==> src/rtl/counter_pkg.sv <==
// Shared encodings for the up/down counter family.
// Mode selects the terminal-value behaviour; the FSM only distinguishes RUN and DONE.
package counter_pkg;

  localparam logic [1:0] MODE_WRAP    = 2'b00;
  localparam logic [1:0] MODE_SAT     = 2'b01;
  localparam logic [1:0] MODE_ONESHOT = 2'b10;

  typedef logic [0:0] state_t;
  localparam state_t ST_RUN  = 1'b0;
  localparam state_t ST_DONE = 1'b1;

endpackage

==> src/rtl/cnt_next_val.sv <==
// Combinational next-count for one enabled step: wrap/saturate/clamp resolution.
// Zero latency; no flow control.
module cnt_next_val
  import counter_pkg::*;
#(
  parameter int WIDTH = 8
) (
  input  logic [WIDTH-1:0] data,
  input  logic [WIDTH-1:0] limit,
  input  logic             up_dn,
  input  logic [1:0]       mode,
  output logic [WIDTH-1:0] next_val,
  output logic             hit_term,
  output logic             at_term
);

  localparam logic [WIDTH-1:0] ONE = WIDTH'(1);

  logic [WIDTH-1:0] term;
  logic [WIDTH-1:0] wrap_val;
  logic [WIDTH-1:0] stepped;
  logic             wrap_mode;
  logic             in_range;

  assign term      = up_dn ? limit : '0;
  assign wrap_val  = up_dn ? '0 : limit;
  assign stepped   = up_dn ? data + ONE : data - ONE;
  // Reserved mode 11 falls through to wrap behaviour.
  assign wrap_mode = (mode != MODE_SAT) && (mode != MODE_ONESHOT);
  assign in_range  = (data <= limit);
  assign at_term   = in_range && (data == term);
  assign hit_term  = in_range && !at_term && (stepped == term);

  always_comb begin
    next_val = data;
    if (!in_range) begin
      next_val = wrap_val;
    end else if (at_term) begin
      next_val = wrap_mode ? wrap_val : data;
    end else begin
      next_val = stepped;
    end
  end

endmodule

==> src/rtl/updown_counter_n.sv <==
// Parametrised up/down counter with load, limit, wrap/saturate/one-shot modes and tc pulse.
// Outputs registered, one clock after the controlling inputs; start resets asynchronously.
module updown_counter_n
  import counter_pkg::*;
#(
  parameter int               WIDTH     = 8,
  parameter logic [WIDTH-1:0] RESET_VAL = {WIDTH{1'b1}}
) (
  input  logic             clock,
  input  logic             start,
  input  logic             en,
  input  logic             up_dn,
  input  logic             load,
  input  logic [WIDTH-1:0] load_val,
  input  logic [WIDTH-1:0] limit,
  input  logic [1:0]       mode,
  output logic [WIDTH-1:0] data,
  output logic             tc,
  output logic             done
);

  state_t           state;
  logic [WIDTH-1:0] next_val;
  logic             hit_term;
  logic             at_term;
  logic             wrap_mode;
  logic             oneshot_mode;

  cnt_next_val #(
    .WIDTH (WIDTH)
  ) u_next (
    .data     (data),
    .limit    (limit),
    .up_dn    (up_dn),
    .mode     (mode),
    .next_val (next_val),
    .hit_term (hit_term),
    .at_term  (at_term)
  );

  assign wrap_mode    = (mode != MODE_SAT) && (mode != MODE_ONESHOT);
  assign oneshot_mode = (mode == MODE_ONESHOT);

  always_ff @(posedge clock or posedge start) begin
    if (start) begin
      data  <= RESET_VAL;
      tc    <= 1'b0;
      state <= ST_RUN;
    end else if (load) begin
      data  <= (load_val > limit) ? limit : load_val;
      tc    <= 1'b0;
      state <= ST_RUN;
    end else if (en && (state == ST_RUN)) begin
      data <= next_val;
      // Wrap pulses on the wrap-around itself; sat/one-shot pulse on arrival at term.
      tc   <= wrap_mode ? at_term : hit_term;
      if (oneshot_mode && hit_term) begin
        state <= ST_DONE;
      end
    end else begin
      tc <= 1'b0;
    end
  end

  assign done = (state == ST_DONE);

endmodule

==> config.mk <==
export PLATFORM = sky130hd
export DESIGN_NAME = updown_counter_n
export DESIGN_NICKNAME = d
export VERILOG_FILES = /design/src/rtl/counter_pkg.sv /design/src/rtl/cnt_next_val.sv /design/src/rtl/updown_counter_n.sv
export SDC_FILE = /design/constraint.sdc
export NUM_CORES = 1
export LEC_CHECK = 0
export CAP_MARGIN = 20
export CORE_MARGIN = 1
export CORE_UTILIZATION = 48
export CTS_CLUSTER_DIAMETER = 120
export DETAILED_ROUTE_END_ITERATION = 8
export GPL_ROUTABILITY_DRIVEN = 0
export MAX_ROUTING_LAYER = met4
export PLACE_DENSITY = 0.77
export SYNTH_ARGS = -nofsm -noshare
export SYNTH_HDL_FRONTEND = slang
export SYNTH_SLANG_ARGS = --single-unit
export TNS_END_PERCENT = 100
==> constraint.sdc <==
create_clock -name clock -period 2.55 [get_ports clock]
set_clock_uncertainty 0.05 [all_clocks]
set_input_delay 0.51 -clock clock [delete_from_list [all_inputs] [get_ports clock]]
set_output_delay 0.51 -clock clock [all_outputs]
set_load 0.02 [all_outputs]
==> impl_metrics.ini, run 1 <==
[worst_setup_path]
cell_chain_critical_path = clkdlybuf4s50_1 -> inv_1 -> ha_1 -> nor2b_1 -> o211ai_1 -> a21oi_2 -> o22a_4 -> mux2i_1 -> a221oi_1 -> mux2_4
critical_path_endpoint_category = flip-flop
critical_path_s_slowest_cell = sky130_fd_sc_hd__clkdlybuf4s50_1
setup.worst_path.class = in -> reg
setup.worst_path.start = load_val[0]
crit_path_max_incr_delay_ns = 0.50
arrival_ns = 2.66
crit_path_max_fanout = 5
critical_path.reg2reg.endpoint = done$_DFFE_PP0P_
reg2reg_setup_slack_ns = 0.08
rr_worst_depth = 8
critical_path_depth = 10
worstReg2RegStart = data[3]$_DFFE_PP1P_
start_kind = input pin
cp_top_family = compound AO/OA/AOI/OAI gates
worst_setup_path_endpoint = data[5]$_DFFE_PP1P_
worst_ep_required_time_ns = 2.67
path_buf_inv = 2

[timing]
crit_share_post_route = 0.9980
timing.final.max_slew_violations = 0
max_clk_rate_mhz = 393.0
finalHoldViolations = 0
timing.final.crit_period_ns = 2.545
relSlewSlack = 0.7116
finalSetupTns_ns = 0
setup_viol_count_final = 0
grt_setup_unrepaired = yes
worst_slew_pin_slew_ns = 0.4326

[hold_path]
type_of_the_most_critical_hold_path = in -> async

[synthesis]
postSynthNetCount = 266
mappedNetlistArea_um2 = 1824
yosys-top-cells-area = sky130_fd_sc_hd__ha_1, sky130_fd_sc_hd__dfstp_2, sky130_fd_sc_hd__xnor2_1
yosys-top-cells-count = sky130_fd_sc_hd__ha_1, sky130_fd_sc_hd__nand2_1, sky130_fd_sc_hd__nor2_1
post-synth-top-area-cell = sky130_fd_sc_hd__ha_1
synth-edff-count = 0
synth.ff_latch_count = 10
dominantRegCellSynth = sky130_fd_sc_hd__dfstp_2
synthesis.instances = 219
yosys_warnings = 0
asyncSetResetFlopFracSynth = 1.000
synth.distinct_cells = 54
synth_area_per_inst_um2 = 8.330
synth_seq_area_share = 0.1427
post-synth-top-area-fraction = 0.1578
yosys.cell_count.top_type = sky130_fd_sc_hd__ha_1

[cells_and_area]
layout-drive-gt1-share = 0.3413
stdcell_count = 341
n_antenna_cell = 0
final_nets = 341
area_growth_pct = 50.89
stdcell_area_um2 = 2753

[place]
instance_count_after_placement_with_tap_cells_included = 327
dpl.hpwl_mm = 4.126
io_buffer_count = 32
detailed_place.area_um2 = 2460

[grt]
use_met1 = 0.4000
grt_first_pass_wirelength_mm = 9.977
groute.layer.met2.usage = 0.5346
pin_count_of_the_biggest_net_entering_global_routing = 25
initial_antenna_violation_count = 0
grt_usage = 0.3305
number_of_global_route_vias_before_repair = 2082
grt.busiest_layer = met2
met3_usage = 0.04891
globalRoute.totalOverflow = 0

[route]
postRouteAntennaNets = 0
routed_wl_mm = 6.249
drt_iter0_markers = 117
route.detailed.vias_per_inst = 6.085
post-route-drc-count = 1
dr.pass1.iters = 7
dr_total_vias = 2075
route.detailed.wl_per_inst_um = 18.33

[cts]
clock-root-buffer = sky130_fd_sc_hd__clkbuf_8
cts_tree = built
cts.reportedPaths.clkPinSlew_ns = 0.05
h-tree-depth = 1
clock_sinks = 10
insertion_delay_ns = 0.24
cts_buffers = 3
hold_buffers = 0
max-clock-path-buffers = 2

[floorplan]
fp.dieH_um = 63.65
ios = 33
initial_core_util = 0.4983
design.core.area_um2 = 3661
dieArea_um2 = 4051
row_count = 22
horizontal_die_dimension_um = 63.65

[flow_run]
maxCapViolCount = 0

[power]
leakagePower_uw = 0.001200
irDropWorstVdd_v = 0.0005500
cellPowerDensity_nw_per_um2 = 1000

[run_status]
run_status = complete, but fails checks
failed_checks = DRC
==> layer usage <==
layer / vias to the layer above / wire length, um
li1: 971 / -
met1: 950 / 2411
met2: 126 / 3089
met3: 28 / 495
met4: 0 / 252
met5: - / 0
==> cell families after synthesis <==
kind of cell | Yosys count | share of synthesized area
AO/OA/AOI/OAI | 56 | 0.2579
XOR/XNOR | 17 | 0.09808
adder cells (fa/ha/maj) | 24 | 0.1687
buffers and inverters | 28 | 0.06447
flip-flops | 10 | 0.1427
multiplexers | 11 | 0.06927
AND/OR/NAND/NOR | 73 | 0.1989
==> registers in the layout (all words and copies together), names as in the netlist <==
| signal | count |
|---|---|
| done | 1 |
| data | 8 |
| tc | 1 |
==> what timing repair did <==
action / 4_1_cts / 5_1_grt
endpoints found under the setup margin: 10 / 10
resized for setup: 35 / 14
buffers inserted: 4 / 3
pin swaps: 14 / 15
gates cloned: 3 / 0
==> metrics by stage <==
step           hold slack [ns]  total power [uW]  utilization  worst slack (ns)
2_1_floorplan           0.2945              1547            -          -0.03733
3_3_place_gp            0.5074              2179       0.6719           -0.5044
3_5_place_dp            0.5451              2210       0.6719           -0.5092
4_1_cts                 0.5241              2580       0.7314           0.01700
5_1_grt                 0.5720              2929       0.7519          -0.07920
6_report                0.5078              2754       0.7519          0.005145
==> layout by cell type (no fill, tap or decap), types with 4 or more instances in the layout <==
cell type                         count
sky130_fd_sc_hd__buf_4               40
sky130_fd_sc_hd__clkdlybuf4s50_1     23
sky130_fd_sc_hd__nor2_1              22
sky130_fd_sc_hd__nand2_1             22
sky130_fd_sc_hd__ha_1                19
sky130_fd_sc_hd__xnor2_1             11
sky130_fd_sc_hd__inv_1               10
sky130_fd_sc_hd__nand4_1              9
sky130_fd_sc_hd__dfstp_2              8
sky130_fd_sc_hd__a21oi_1              7
sky130_fd_sc_hd__mux2i_1              7
sky130_fd_sc_hd__o21ai_0              6
sky130_fd_sc_hd__inv_2                6
sky130_fd_sc_hd__dlygate4sd2_1        6
sky130_fd_sc_hd__buf_6                6
sky130_fd_sc_hd__nor2b_1              4
sky130_fd_sc_hd__a21oi_2              4
sky130_fd_sc_hd__a211oi_1             4
sky130_fd_sc_hd__mux2_4               4
sky130_fd_sc_hd__ha_4                 4
sky130_fd_sc_hd__clkbuf_8             4
==> area by class of cell <==
cell class | count | area [um2]
well taps | 48 | 60.06
repair buffers | 79 | 683.2
multi-input cells | 183 | 1628
flip-flops and latches | 10 | 260.3
inverters | 17 | 66.31
fillers | 244 | 908.4
clock buffers | 4 | 55.05
==> how the worst min path moves through the flow <==
stage / startpoint / to / slack, ns
floorplan: start / done$_DFFE_PP0P_ / 0.29
global placement: done$_DFFE_PP0P_ / done$_DFFE_PP0P_ / 0.51
detailed placement: done$_DFFE_PP0P_ / done$_DFFE_PP0P_ / 0.55
CTS: start / tc$_DFF_PP0_ / 0.52
global route: start / done$_DFFE_PP0P_ / 0.57
finish: start / tc$_DFF_PP0_ / 0.51
==> worst reg2reg max path, cell delays in order, from the launching register on <==
cell	delay, ns
sky130_fd_sc_hd__dfstp_2	0.63
sky130_fd_sc_hd__ha_1	0.31
sky130_fd_sc_hd__o211ai_1	0.22
sky130_fd_sc_hd__a21oi_1	0.08
sky130_fd_sc_hd__a211oi_2	0.21
sky130_fd_sc_hd__xor3_1	0.38
sky130_fd_sc_hd__nor2_1	0.12
sky130_fd_sc_hd__nand4_1	0.20
sky130_fd_sc_hd__o22ai_2	0.18
==> report_power, final <==
group          internal [uW]  switching [uW]  total [uW]
logic                   1130            1030        2160
registers                267             121         388
clock network            136            68.0         204
total                   1530            1220        2750
Note: power is estimated with default switching activity, not from simulation.
==> run 2, diff against run 1 <==
--- a/config.mk
+++ b/config.mk
@@ -11,7 +11,6 @@
 export CTS_CLUSTER_DIAMETER = 120
 export DETAILED_ROUTE_END_ITERATION = 8
 export GPL_ROUTABILITY_DRIVEN = 0
-export MAX_ROUTING_LAYER = met4
 export PLACE_DENSITY = 0.77
 export SYNTH_ARGS = -nofsm -noshare
 export SYNTH_HDL_FRONTEND = slang
==> impl_metrics.ini, run 2 (synthesis results as in run 1) <==
[cts]
cts_tree = built
h-tree-depth = 1
insertion_delay_ns = 0.24
max-clock-path-buffers = 2
clock-root-buffer = sky130_fd_sc_hd__clkbuf_8
clock_sinks = 10
hold_buffers = 0
cts.reportedPaths.clkPinSlew_ns = 0.05
cts_buffers = 3

[grt]
pin_count_of_the_biggest_net_entering_global_routing = 25
grt_usage = 0.3211
initial_antenna_violation_count = 0
number_of_global_route_vias_before_repair = 2083
globalRoute.totalOverflow = 0
grt_first_pass_wirelength_mm = 9.956

[route]
route.detailed.vias_per_inst = 6.123
post-route-drc-count = 1
postRouteAntennaNets = 0
routed_wl_mm = 6.245
route.detailed.wl_per_inst_um = 18.31
dr.pass1.iters = 7
drt_iter0_markers = 128
dr_total_vias = 2088

[floorplan]
initial_core_util = 0.4983
fp.dieH_um = 63.65
design.core.area_um2 = 3661
dieArea_um2 = 4051
ios = 33
horizontal_die_dimension_um = 63.65
row_count = 22

[run_status]
run_status = complete, but fails checks
failed_checks = DRC

[power]
leakagePower_uw = 0.001200
irDropWorstVdd_v = 0.0005509
power_switching_share = 0.4416
pwr-share-seq = 0.141
combinationalPowerShare = 0.785
relative_contribution_of_the_clock_network_to_total_power = 0.074
cellPowerDensity_nw_per_um2 = 998.4
internal_power_uw = 1535
p_switching_uw = 1214

[timing]
crit_share_post_route = 0.9947
worst_slew_pin_slew_ns = 0.4160
max_clk_rate_mhz = 394.3
grt_setup_unrepaired = yes
setup_viol_count_final = 0
timing.final.crit_period_ns = 2.536
finalWorstSetupSlack_ns = 0.01358
fin_hold_ws_ns = 0.5116
relSlewSlack = 0.7227
timing.final.max_slew_violations = 0
finalHoldViolations = 0

[hold_path]
type_of_the_most_critical_hold_path = in -> async

[worst_setup_path]
arrival_ns = 2.65
worst_ep_required_time_ns = 2.67
crit_path_max_fanout = 5
critical_path_endpoint_category = flip-flop
start_kind = input pin
setup.worst_path.class = in -> reg

[cells_and_area]
layout.cells.most_common = sky130_fd_sc_hd__buf_4
final_nets = 341
area_growth_pct = 50.89
final.fill_count = 244
n_antenna_cell = 0
mostFrequentLayoutCells = sky130_fd_sc_hd__buf_4, sky130_fd_sc_hd__clkdlybuf4s50_1, sky130_fd_sc_hd__nor2_1, sky130_fd_sc_hd__nand2_1, sky130_fd_sc_hd__ha_1
largest_register_ff_count = 8
layout-drive-gt1-share = 0.3413
top_register = data

[flow_run]
maxCapViolCount = 0

[place]
dpl.hpwl_mm = 4.126
pre_cts_slack_ns = -0.5092
io_buffer_count = 32
## run 2: critical path, cell delays in order
cell and delay (ns):
sky130_fd_sc_hd__clkdlybuf4s50_1 0.50, sky130_fd_sc_hd__inv_1 0.06, sky130_fd_sc_hd__ha_1 0.20, sky130_fd_sc_hd__nor2b_1 0.16, sky130_fd_sc_hd__o211ai_1 0.12, sky130_fd_sc_hd__a21oi_2 0.21
sky130_fd_sc_hd__o22a_4 0.23, sky130_fd_sc_hd__mux2i_1 0.24, sky130_fd_sc_hd__a221oi_1 0.12, sky130_fd_sc_hd__mux2_4 0.28
## run 2: worst paths after layout
path | end | start | slack (ns) | cells after the start
hold reg to reg | data[6]$_DFFE_PP1P_ | data[6]$_DFFE_PP1P_ | 0.65 | 3
hold / removal | tc$_DFF_PP0_ | start | 0.51 | 2
min in group clock | data[6]$_DFFE_PP1P_ | data[6]$_DFFE_PP1P_ | 0.65 | 3
max in group asynchronous | data[3]$_DFFE_PP1P_ | start | 1.62 | 2
setup reg to reg | done$_DFFE_PP0P_ | data[3]$_DFFE_PP1P_ | 0.09 | 8
setup / recovery | data[5]$_DFFE_PP1P_ | load_val[0] | 0.01 | 10
## run 2: final cells by class
| cell class | instances | area [um2] | area share |
|---|---|---|---|
| clock buffers | 4 | 55.05 | 0.02000 |
| flip-flops and latches | 10 | 260.3 | 0.09455 |
| well taps | 48 | 60.06 | 0.02182 |
| repair buffers | 79 | 683.2 | 0.2482 |
| inverters | 17 | 66.31 | 0.02409 |
| multi-input cells | 183 | 1628 | 0.5914 |
## run 2: what timing repair did
item                                    4_1_cts  5_1_grt
endpoints found under the setup margin       10       10
pin swaps                                    14       15
buffers inserted                              4        3
gates cloned                                  3        0
gates resized for setup                      35       14
## run 2: power groups by stage
stage                     sequential [uW]  clock [uW]  combinational (uW)
after global placement                378           0                1800
after detailed placement              380           0                1830
after floorplan                       437           0                1110
final                                 388         203                2160
after CTS                             385         202                1990
after global routing                  401         212                2320
## run 2: stage by stage
stage	total power [uW]	util	setup TNS, ns	instances	instance area [um2]
after global placement	2179	0.6719	-4.637	327	2460
final	2748	0.7519	0	341	2753
after global routing	2929	0.7519	-0.4463	341	2753
after floorplan	1547	-	-0.03733	219	1848
after detailed placement	2210	0.6719	-4.814	327	2460
after CTS	2580	0.7314	0	338	2678
## run 2: layer usage
layer	vias up	track usage	part of all wire
li1	972	-	-
met1	979	0.3978	0.39
met2	113	0.5359	0.50
met3	24	0.04891	0.077
met4	0	0.1563	0.037
met5	-	0	0
==> run 3, diff against run 2 <==
--- a/config.mk
+++ b/config.mk
@@ -7,11 +7,12 @@
 export LEC_CHECK = 0
 export CAP_MARGIN = 20
 export CORE_MARGIN = 1
-export CORE_UTILIZATION = 48
+export CORE_UTILIZATION = 58
 export CTS_CLUSTER_DIAMETER = 120
 export DETAILED_ROUTE_END_ITERATION = 8
+export DONT_BUFFER_PORTS = 1
 export GPL_ROUTABILITY_DRIVEN = 0
-export PLACE_DENSITY = 0.77
+export PLACE_DENSITY = 0.76
 export SYNTH_ARGS = -nofsm -noshare
 export SYNTH_HDL_FRONTEND = slang
 export SYNTH_SLANG_ARGS = --single-unit
==> impl_metrics.ini, run 3 (synthesis results as in run 1) <==
[run_status]
run_status = finished clean

[cells_and_area]
mostFrequentLayoutCells = sky130_fd_sc_hd__nand2_1, sky130_fd_sc_hd__ha_1, sky130_fd_sc_hd__nor2_1, sky130_fd_sc_hd__buf_4, sky130_fd_sc_hd__inv_1
largest_register_ff_count = 8
stdcell_count = 269
area_growth_pct = 13.03
post-route-util = 0.7168
layout-drive-gt1-share = 0.2379
final_nets = 275
n_antenna_cell = 0
top_register = data
final.fill_count = 228

[grt]
globalRoute.totalOverflow = 0
number_of_global_route_vias_before_repair = 1737
pin_count_of_the_biggest_net_entering_global_routing = 29
grt_usage = 0.3252
grt_first_pass_wirelength_mm = 8.211
initial_antenna_violation_count = 0

[hold_path]
type_of_the_most_critical_hold_path = in -> async

[timing]
finalSetupTns_ns = 0
max_clk_rate_mhz = 396.7
crit_share_post_route = 0.9886
timing.final.max_slew_violations = 0
finalHoldViolations = 0
worst_slew_pin_slew_ns = 0.4537
grt_setup_unrepaired = yes
relSlewSlack = 0.6975
timing.final.crit_period_ns = 2.521
fin_hold_ws_ns = 0.06067
setup_viol_count_final = 0

[floorplan]
ios = 33
horizontal_die_dimension_um = 58.08
row_count = 19
dieArea_um2 = 3373
initial_core_util = 0.6342
fp.dieH_um = 58.08
design.core.area_um2 = 2877

[cts]
insertion_delay_ns = 0.28
cts_buffers = 3
cts.reportedPaths.clkPinSlew_ns = 0.07
max-clock-path-buffers = 2
clock_sinks = 10
cts_tree = built
h-tree-depth = 1
clock-root-buffer = sky130_fd_sc_hd__clkbuf_4

[route]
dr_total_vias = 1778
route.detailed.wl_per_inst_um = 18.71
routed_wl_mm = 5.033
route.detailed.vias_per_inst = 6.610
dr.pass1.iters = 4
drt_iter0_markers = 82
post-route-drc-count = 0
postRouteAntennaNets = 0

[place]
dpl.hpwl_mm = 3.813
instance_count_after_placement_with_tap_cells_included = 261
io_buffer_count = 0

[power]
cellPowerDensity_nw_per_um2 = 1072
report.power.total_uw = 2210
irDropWorstVdd_v = 0.0008189
leakagePower_uw = 0.0008747

[worst_setup_path]
setup.worst_path.class = reg -> reg
start_kind = flip-flop
critical_path_endpoint_category = flip-flop
worst_ep_required_time_ns = 2.67
arrival_ns = 2.65
crit_path_max_fanout = 2

[flow_run]
maxCapViolCount = 0
run 3: changes by cell type in the layout (fill, tap and decap cells not counted), moves of 3 or more:
cell	change
sky130_fd_sc_hd__ha_4	-3
sky130_fd_sc_hd__ha_1	+3
sky130_fd_sc_hd__a21oi_1	+3
sky130_fd_sc_hd__inv_2	-4
sky130_fd_sc_hd__buf_4	-25
sky130_fd_sc_hd__clkdlybuf4s50_1	-23
sky130_fd_sc_hd__inv_1	+4
sky130_fd_sc_hd__clkbuf_8	-3
sky130_fd_sc_hd__clkbuf_4	+3
sky130_fd_sc_hd__dlygate4sd2_1	-6
sky130_fd_sc_hd__buf_6	-6
sky130_fd_sc_hd__a21oi_2	-3
run 3: path summary, 6_finish.rpt:
path / from / end / slack, ns / cells after the start
worst max-delay path: data[0]$_DFFE_PP1P_ / tc$_DFF_PP0_ / 0.03 / 9
worst min-delay path: start / tc$_DFF_PP0_ / 0.06 / 1
worst max register to register: data[0]$_DFFE_PP1P_ / tc$_DFF_PP0_ / 0.03 / 9
worst min register to register: done$_DFFE_PP0P_ / done$_DFFE_PP0P_ / 0.64 / 2
max in group asynchronous: start / data[7]$_DFFE_PP1P_ / 2.06 / 1
min in group clock: load / done$_DFFE_PP0P_ / 0.28 / 1
run 3: area by class of cell:
cell class | instances | area [um2] | area share
clock buffer | 4 | 36.28 | 0.01760
timing repair buffer | 15 | 112.6 | 0.05461
inverter | 17 | 66.31 | 0.03216
tap | 42 | 52.55 | 0.02549
sequential | 10 | 260.3 | 0.1262
multi-input combinational | 181 | 1534 | 0.7439
run 3: worst max-delay path, cell delays in order, from the launching register on:
cell and delay, ns:
sky130_fd_sc_hd__dfstp_2 0.54, sky130_fd_sc_hd__inv_2 0.05, sky130_fd_sc_hd__fa_2 0.39, sky130_fd_sc_hd__nand2b_4 0.17, sky130_fd_sc_hd__nand2b_4 0.07, sky130_fd_sc_hd__a21oi_4 0.05, sky130_fd_sc_hd__xor3_1 0.40, sky130_fd_sc_hd__nor4_2 0.29
sky130_fd_sc_hd__nand4_1 0.22, sky130_fd_sc_hd__o32ai_2 0.17
run 3: stage by stage:
stage | setup WS, ns | instance area (um2)
after floorplan | -0.03733 | 1848
after global placement | -0.1882 | 1922
after detailed placement | -0.2191 | 1922
after CTS | 0.04661 | 1988
after global routing | -0.04227 | 2062
final | 0.02898 | 2062
run 3: per-layer routing:
metal,track usage,wire length (um),share of wire,up-vias
li1,-,-,-,830
met2,0.5550,2420,0.48,92
met1,0.4094,2003,0.40,837
met4,0.1088,168,0.033,0
met5,0,0,0,-
met3,0.06473,440,0.087,19
run 3: report_power, final:
part / switching, uW / internal [uW] / leakage, uW / total, uW
Combinational: 851 / 810 / 0.000742 / 1660
Sequential: 133 / 267 / 0.000112 / 399
Clock: 63.4 / 87.0 / 0.0000210 / 150
run 3: what timing repair did:
item                                    4_1_cts  5_1_grt
hold endpoints to repair                      0        0
endpoints found under the setup margin        3        6
pin swaps                                     4        8
resized for setup                             4       10
hold buffers                                  0        0
buffers inserted                              1        3
